## src/rtl/bist_sequencer_pkg.sv

```systemverilog
// Shared definitions for the BIST session sequencer: state encoding, control
// bundle and the default signature settings.
package bist_sequencer_pkg;

   localparam int                       DEFAULT_SIG_W      = 4;
   localparam logic [DEFAULT_SIG_W-1:0] DEFAULT_GOLDEN_SIG = 4'b0011;

   typedef enum logic [2:0] {
      ST_IDLE  = 3'd0,
      ST_CLEAR = 3'd1,
      ST_RUN   = 3'd2,
      ST_FLUSH = 3'd3,
      ST_CHECK = 3'd4,
      ST_DONE  = 3'd5
   } state_e;

   typedef struct packed {
      logic test_sel;
      logic lfsr_clr;
      logic misr_clr;
      logic lfsr_en;
      logic misr_en;
      logic busy;
      logic done;
   } ctrl_t;

   // Moore decode: the datapath controls that belong to each state.
   function automatic ctrl_t decode_ctrl(input state_e s);
      ctrl_t c;
      c = '0;
      case (s)
         ST_CLEAR: begin
            c.lfsr_clr = 1'b1;
            c.misr_clr = 1'b1;
            c.test_sel = 1'b1;
            c.busy     = 1'b1;
         end
         ST_RUN: begin
            c.lfsr_en  = 1'b1;
            c.misr_en  = 1'b1;
            c.test_sel = 1'b1;
            c.busy     = 1'b1;
         end
         ST_FLUSH: begin
            c.misr_en  = 1'b1;
            c.test_sel = 1'b1;
            c.busy     = 1'b1;
         end
         ST_CHECK: begin
            c.test_sel = 1'b1;
            c.busy     = 1'b1;
         end
         ST_DONE:  c.done = 1'b1;
         default:  c = '0;
      endcase
      return c;
   endfunction

   function automatic logic in_session(input state_e s);
      return (s == ST_CLEAR) || (s == ST_RUN) || (s == ST_FLUSH) || (s == ST_CHECK);
   endfunction

endpackage

```

## src/rtl/bist_phase_counter.sv

```systemverilog
// Phase counter for the BIST sequencer: synchronous clear to zero, increment,
// and a terminal flag raised when the count equals the supplied terminal value.
module bist_phase_counter #(
   parameter int CNT_W = 4
) (
   input  logic             clock,
   input  logic             reset,
   input  logic             clr,
   input  logic             inc,
   input  logic [CNT_W-1:0] term,
   output logic [CNT_W-1:0] count,
   output logic             at_term
);

   // NOTE: state registers use non-blocking assignments so every flop samples
   // pre-edge values, independent of the order in which blocks are evaluated.
   always_ff @(posedge clock or posedge reset) begin
      if (reset) begin
         count <= '0;
      end else if (clr) begin
         count <= '0;
      end else if (inc) begin
         count <= count + CNT_W'(1);
      end
   end

   assign at_term = (count == term);

endmodule

```

## src/rtl/bist_sequencer.sv

```systemverilog
// BIST session sequencer: clears LFSR/MISR, runs the pattern phase, flushes the
// CUT->MISR path, then checks the signature against the golden value.
module bist_sequencer
   import bist_sequencer_pkg::*;
#(
   parameter int               NUM_PATTERNS = 7,
   parameter int               FLUSH_CYCLES = 1,
   parameter int               SIG_W        = DEFAULT_SIG_W,
   parameter logic [SIG_W-1:0] GOLDEN_SIG   = DEFAULT_GOLDEN_SIG,
   parameter int               CNT_W        = 4
) (
   input  logic             clock,
   input  logic             reset,
   input  logic             start,
   input  logic             testmode,
   input  logic [SIG_W-1:0] signature,
   output logic             test_sel,
   output logic             lfsr_clr,
   output logic             misr_clr,
   output logic             lfsr_en,
   output logic             misr_en,
   output logic             busy,
   output logic             done,
   output logic             pass,
   output logic             fault_detected,
   output logic             aborted
);

   localparam logic [CNT_W-1:0] RUN_LAST   = CNT_W'(NUM_PATTERNS - 1);
   localparam logic [CNT_W-1:0] FLUSH_LAST = CNT_W'((FLUSH_CYCLES > 0) ? FLUSH_CYCLES - 1 : 0);
   localparam state_e           AFTER_RUN  = (FLUSH_CYCLES > 0) ? ST_FLUSH : ST_CHECK;

   state_e           state;
   ctrl_t            ctrl;
   logic [CNT_W-1:0] count;
   logic [CNT_W-1:0] term;
   logic             at_term;
   logic             cnt_inc;

   // NOTE: every always_comb output gets a default first so no path can
   // leave it unassigned and infer a latch.
   always_comb begin
      term    = RUN_LAST;
      cnt_inc = 1'b0;
      if (state == ST_FLUSH) begin
         term = FLUSH_LAST;
      end
      if (testmode && ((state == ST_RUN) || (state == ST_FLUSH)) && !at_term) begin
         cnt_inc = 1'b1;
      end
   end

   // Any cycle that is not a mid-phase advance returns the counter to zero,
   // so each phase starts from 0 and an abort leaves no stale count behind.
   bist_phase_counter #(
      .CNT_W (CNT_W)
   ) u_phase_counter (
      .clock   (clock),
      .reset   (reset),
      .clr     (!cnt_inc),
      .inc     (cnt_inc),
      .term    (term),
      .count   (count),
      .at_term (at_term)
   );

   always_ff @(posedge clock or posedge reset) begin
      if (reset) begin
         state          <= ST_IDLE;
         ctrl           <= '0;
         pass           <= 1'b0;
         fault_detected <= 1'b0;
         aborted        <= 1'b0;
      end else begin
         aborted <= 1'b0;
         if (in_session(state) && !testmode) begin
            state   <= ST_IDLE;
            ctrl    <= decode_ctrl(ST_IDLE);
            aborted <= 1'b1;
         end else begin
            case (state)
               ST_IDLE: begin
                  if (start && testmode) begin
                     state          <= ST_CLEAR;
                     ctrl           <= decode_ctrl(ST_CLEAR);
                     pass           <= 1'b0;
                     fault_detected <= 1'b0;
                  end
               end
               ST_CLEAR: begin
                  state <= ST_RUN;
                  ctrl  <= decode_ctrl(ST_RUN);
               end
               ST_RUN: begin
                  if (at_term) begin
                     state <= AFTER_RUN;
                     ctrl  <= decode_ctrl(AFTER_RUN);
                  end
               end
               ST_FLUSH: begin
                  if (at_term) begin
                     state <= ST_CHECK;
                     ctrl  <= decode_ctrl(ST_CHECK);
                  end
               end
               ST_CHECK: begin
                  state          <= ST_DONE;
                  ctrl           <= decode_ctrl(ST_DONE);
                  pass           <= (signature == GOLDEN_SIG);
                  fault_detected <= (signature != GOLDEN_SIG);
               end
               ST_DONE: begin
                  // Requires start to drop first: no automatic restart.
                  if (!start) begin
                     state <= ST_IDLE;
                     ctrl  <= decode_ctrl(ST_IDLE);
                  end
               end
               default: begin
                  state <= ST_IDLE;
                  ctrl  <= decode_ctrl(ST_IDLE);
               end
            endcase
         end
      end
   end

   assign test_sel = ctrl.test_sel;
   assign lfsr_clr = ctrl.lfsr_clr;
   assign misr_clr = ctrl.misr_clr;
   assign lfsr_en  = ctrl.lfsr_en;
   assign misr_en  = ctrl.misr_en;
   assign busy     = ctrl.busy;
   assign done     = ctrl.done;

endmodule

```

## config.mk

```make
export PLATFORM = sky130hd
export DESIGN_NAME = bist_sequencer
export DESIGN_NICKNAME = d
export VERILOG_FILES = /design/src/rtl/bist_sequencer_pkg.sv /design/src/rtl/bist_phase_counter.sv /design/src/rtl/bist_sequencer.sv
export SDC_FILE = /design/constraint.sdc
export NUM_CORES = 1
export LEC_CHECK = 0
export CAP_MARGIN = 20
export CORE_ASPECT_RATIO = 1.2
export CORE_MARGIN = 2
export CORE_UTILIZATION = 43
export CTS_CLUSTER_SIZE = 24
export DETAILED_ROUTE_END_ITERATION = 6
export PLACE_DENSITY = 0.73
export SETUP_SLACK_MARGIN = 0.5
export SKIP_LAST_GASP = 1
export SYNTH_ARGS = -nofsm -noshare
export SYNTH_HDL_FRONTEND = slang
export SYNTH_SLANG_ARGS = --single-unit
```

## constraint.sdc

```tcl
create_clock -name clock -period 1.3 [get_ports clock]
set_clock_uncertainty 0.05 [all_clocks]
set_input_delay 0.26 -clock clock [delete_from_list [all_inputs] [get_ports clock]]
set_output_delay 0.26 -clock clock [all_outputs]
set_load 0.005 [all_outputs]
```

==> results.ini, run 1 <==
[place]
port_buffers=17
globalplace.congestion=0.9030
placed_area_um2=1082
dp_hpwl_um=1353

[sta]
rsz0062_at_grt=yes
setup_viol=5
worstMarginPinSlew_ns=0.2341
post-route-min-period_ns=1.314
slew_headroom_pct=84.26
timing.final.ws_setup_ns=-0.01448
tns_ns=-0.04224
fin_crit_sh_pct=101.1
fmax_mhz=760.8
slew_viol_final=0
hold_viol_final=0

[floorplan]
rows=16
die_y_um=50.94
dieWidth_um=43.12
start_util_pct=46.95
core-area_um2=1682
num_io_pins=18
dieArea_um2=2196

[cts]
path_clk_slew_ns=0.09
clk_path_buf_depth=2
cts_htree_levels=1
tritoncts=built
clockRootBuffer=clkbuf_4
cts_sinks=14
cts_buffers=3
insertion_delay_ns=0.29
cts_hold_buffers=0

[synthesis]
ys_warn_count=0
synth_edf_count=0
ys_seq_elements=14
ys_seq_area_share_pct=44.37
synth.distinct_cells=36
synth_area_um2=789.5
async_flop_share_pct=100.0
synthFlopType=dfrtp_1
avgSynthCellArea_um2=9.747
syn_nets=90
syn-instance-count=81

[run_status]
status=finished, violations left
violations=setup timing

[pwr]
power_mw=1.218
ir_drop_mv=0.7263
p_per_area_nw_per_um2=947.3
p_leak_nw=0.6387

[worst_hold_path]
hold_path.class=in2async

[drt]
vias=797
drt_pre_antenna_iters=4
drc_errors=0
wire_per_inst_um=16.47
dr.first_iter.drc_count=43
wirelength_um=2322
ant_nets=0
via_per_inst=5.652

[setup_path]
crit_fanout=3
crit_path_cell_trace=nor4b_4 -> o21ai_2 -> o2bb2ai_2 -> a21bo_1
slowest_delay_ns=0.44
cp.required_ns=1.44
worst-path-buf-inv=0
cp_data_arrival_time_ns=1.45
cp-end-kind=flip-flop
worst-setup-path-type=reg2reg
cp_slowest_cell=dfrtp_2
critPathTopFamily=compound AO/OA/AOI/OAI gates
worstSetupStartpointType=flip-flop

[global_route]
grt_pass1_vias=787
grt_max_degree=15
grt_use_total_pct=22.70
gr-total-overflow=0
antenna_found_initial=0
grt_pass1_wl_um=3684

[cells_and_area]
n_fill_cell=111
seq_area_um2=355.3
design_area_um2=1286
areaGrowthSynthToFinish_pct=62.92
drive_gt1_share_pct=56.91
multi_input_area_um2=459.2
fin_nets=134
diodes=0

[flow_run]
maxCapViolCount=0

-- layout by cell type (no fill, tap or decap), types with 2 or more instances in the layout --
cell             instances
a21oi_1                  4
nand3_1                  2
clkbuf_2                 2
inv_2                    2
a21oi_2                  2
buf_6                   16
nor2_4                   2
dfrtp_1                 10
nor2_1                   4
nor2_2                   2
clkbuf_4                 3
clkdlybuf4s50_1          5
a21o_1                   3
o32ai_2                  2
dfrtp_2                  4
nand4_1                  2
nand2_2                  2
inv_1                    2
buf_4                   16
buf_2                    6
nand2_1                  4
-- cell usage after synthesis (3+ instances only) --
library cell	count	area (µm²)
buf_4	3	22.52
a21o_1	3	22.52
a21oi_1	6	30.03
nand3_1	3	15.01
inv_1	4	15.01
nor2_1	7	26.28
dfrtp_1	14	350.3
nand2_1	6	22.52
-- layer usage --
metal	global-route usage, %	up-vias	routed length, µm
li1	-	378	-
met1	29.12	387	989
met2	39.05	28	1190
met3	4.594	4	104
met4	5.051	0	38
met5	0	-	0
-- state kept, by name (all words and copies together) (netlist names) --
signal and flops:
u_phase_counter.count 4, state 3, aborted 1, done 1, fault_detected 1, lfsr_clr 1
lfsr_en 1, pass 1, test_sel 1
-- worst register-to-register path, delay by kind of cell, from the launching register on --
| family | cells | cell delay [ns] |
|---|---|---|
| flops | 1 | 0.44 |
| simple gates | 1 | 0.29 |
| compound gates | 3 | 0.44 |
-- layout make-up --
| class | count | share of cell area [%] |
|---|---|---|
| multi-input combinational | 55 | 35.70 |
| clock buffer | 3 | 1.751 |
| inverter | 4 | 1.167 |
| tap | 18 | 1.751 |
| sequential | 14 | 27.63 |
| timing repair buffer | 47 | 32.00 |
-- repair_timing --
action,in CTS,in global routing
resized for setup,63,9
pin swaps,15,6
endpoints found under the hold margin,0,0
buffers inserted,8,5
setup endpoints to repair,24,24
-- where the power goes --
part	internal, mW	switching, mW	total (mW)
registers	0.473	0.0286	0.502
logic	0.269	0.194	0.463
clock network	0.108	0.145	0.253
-- logic make-up (layout without fill, tap and decap cells) --
group                      Yosys count  after routing  synth area share (%)
buffers and inverters               12             54                 8.556
adders and majority gates            1              1                 1.585
and+or+nand+nor                     27             27                 19.65
xor gates and xnor gates             3              3                 3.329
AOI/OAI and AO/OA                   24             24                 22.51
DFF                                 14             14                 44.37
-- per-stage QoR --
stage	setup WS (ns)	utilization, %	hold slack, ns	std cells
3_3_place_gp	-0.2457	64.36	0.4117	125
6_report	-0.01448	76.49	0.2124	141
5_1_grt	-0.09160	76.49	0.2442	141
3_5_place_dp	-0.2797	64.36	0.4185	125
4_1_cts	-0.03241	73.59	0.2190	136
2_1_floorplan	0.03054	-	0.09908	81
-- worst paths after layout --
kind                       slack [ns]                     start  cells past startpoint  endpoint
max in group asynchronous        0.79                     reset                      3  state[1]
min                              0.21                     reset                      3  lfsr_clr
max                             -0.01  u_phase_counter.count[1]                      4      done
min reg2reg                      0.45                   lfsr_en                      1   lfsr_en
max reg2reg                     -0.01  u_phase_counter.count[1]                      4      done
min in group clock               0.32                  testmode                      2   aborted
Note: power is estimated with default switching activity, not from simulation.
==> run 2, diff against run 1 <==
SKIP_CTS_REPAIR_TIMING = 1   (was unset)
==> run 2 against run 1 <==
Net effect: the flow still finishes with violations (setup timing); via count down 4.9%; sequential power barely moved; clock power about the same; register-to-register slack worse by 0.02 ns; wire length shrank 13%; fmax shrank 1.7%; count of clock-buffer cells in the layout unchanged; die area is the same; sequential share of layout area grew 2.2 points; highest routed layer unchanged.
==> results.ini, run 2 (synthesis gave the netlist of run 1 again) <==
[cells_and_area]
finalCoreUtilization_pct=70.91
largestRegisters=u_phase_counter.count (4), state (3)
design_area_um2=1192
diodes=0
drive_gt1_share_pct=50.43
layout_commonest_cell=buf_4
areaGrowthSynthToFinish_pct=51.03
seq_area_um2=355.3
fin_nets=126
multi_input_area_um2=452.9
n_fill_cell=136
largest_reg_flops=4
final_cell_mix=buf_4, dfrtp_1, clkbuf_2
largest_register=u_phase_counter.count
stdcell_count=133

[cts]
cts_sinks=14
insertion_delay_ns=0.29
cts_htree_levels=1
path_clk_slew_ns=0.09
clockRootBuffer=clkbuf_4
cts_buffers=3
tritoncts=built
clk_path_buf_depth=2

[sta]
slew_viol_final=0
setup_viol=4
hold_viol_final=0
post-route-min-period_ns=1.338
worstMarginPinSlew_ns=0.2450
fin_crit_sh_pct=102.9
rsz0062_at_grt=yes
tns_ns=-0.09819
slew_headroom_pct=83.66
fmax_mhz=747.5
timing.final.ws_setup_ns=-0.03774
hold_ws_ns=0.2061

[pwr]
switchingPower_mw=0.3454
power_frac_comb_pct=33.9
p_per_area_nw_per_um2=958.4
clock_power_share_pct=21.9
netSwitchingFraction_pct=30.22
seqPwrFrac_pct=44.2
p_leak_nw=0.6105
p_int_mw=0.7974
power_mw=1.143
ir_drop_mv=0.6925

[global_route]
gr-total-overflow=0
grt_max_degree=15
antenna_found_initial=0
grt_pass1_wl_um=3146
grt_use_total_pct=19.13
grt_pass1_vias=704

[floorplan]
die_y_um=50.94
dieWidth_um=43.12
rows=16
start_util_pct=46.95
num_io_pins=18
core-area_um2=1682
dieArea_um2=2196

[flow_run]
maxCapViolCount=0

[drt]
ant_nets=0
vias=758
via_per_inst=5.699
dr.first_iter.drc_count=16
drc_errors=0
wire_per_inst_um=15.25
wirelength_um=2028
drt_pre_antenna_iters=6

[setup_path]
cp-end-kind=flip-flop
cp_data_arrival_time_ns=1.48
cp.required_ns=1.44
worstSetupStartpointType=flip-flop
crit_fanout=3
worstRegToRegCells=4
worst-setup-path-type=reg2reg

[place]
placed_area_um2=1082
dp.cells=125
dp_hpwl_um=1353
dp_slack_ns=-0.2797
port_buffers=17
globalplace.congestion=0.9030

[run_status]
violations=setup timing
status=finished, violations left

[worst_hold_path]
hold_path.class=in2async

## run 2: worst max-delay path, stage by stage, from the launching register on
cell       delay (ns)
dfrtp_2          0.44
nor4b_4          0.29
o21ai_2          0.14
o2bb2ai_2        0.15
a21bo_1          0.17
## run 2: area by class of cell
class	count	share of cell area (%)
multi-input cells	55	37.99
flip-flops and latches	14	29.80
repair buffers	39	27.18
clock buffers	3	1.889
well taps	18	1.889
inverters	4	1.259
## run 2: power by group through the flow
stage                     sequential, mW  combinational (mW)  clock (mW)
after floorplan                    0.521               0.187           0
after global placement             0.517               0.330           0
after detailed placement           0.519               0.336           0
after CTS                          0.511               0.341       0.251
after global routing               0.509               0.417       0.275
final                              0.505               0.388       0.250
## run 2: path summary, 6_finish.rpt
path                                     startpoint  endpoint  slack (ns)
hold reg to reg                             lfsr_en   lfsr_en        0.44
setup reg to reg           u_phase_counter.count[1]      done       -0.04
min in group clock                         testmode   aborted        0.23
hold / removal                                reset  test_sel        0.21
max in group asynchronous                     reset  state[1]        0.79
setup / recovery           u_phase_counter.count[1]      done       -0.04
## run 2: layer usage
layer / GRT usage [%] / part of all wire (%) / up-vias
met1: 23.36 / 42 / 365
met2: 33.58 / 51 / 27
met4: 4.545 / 2.2 / 0
met3: 4.594 / 4.2 / 6
met5: 0 / 0 / -
li1: - / - / 360
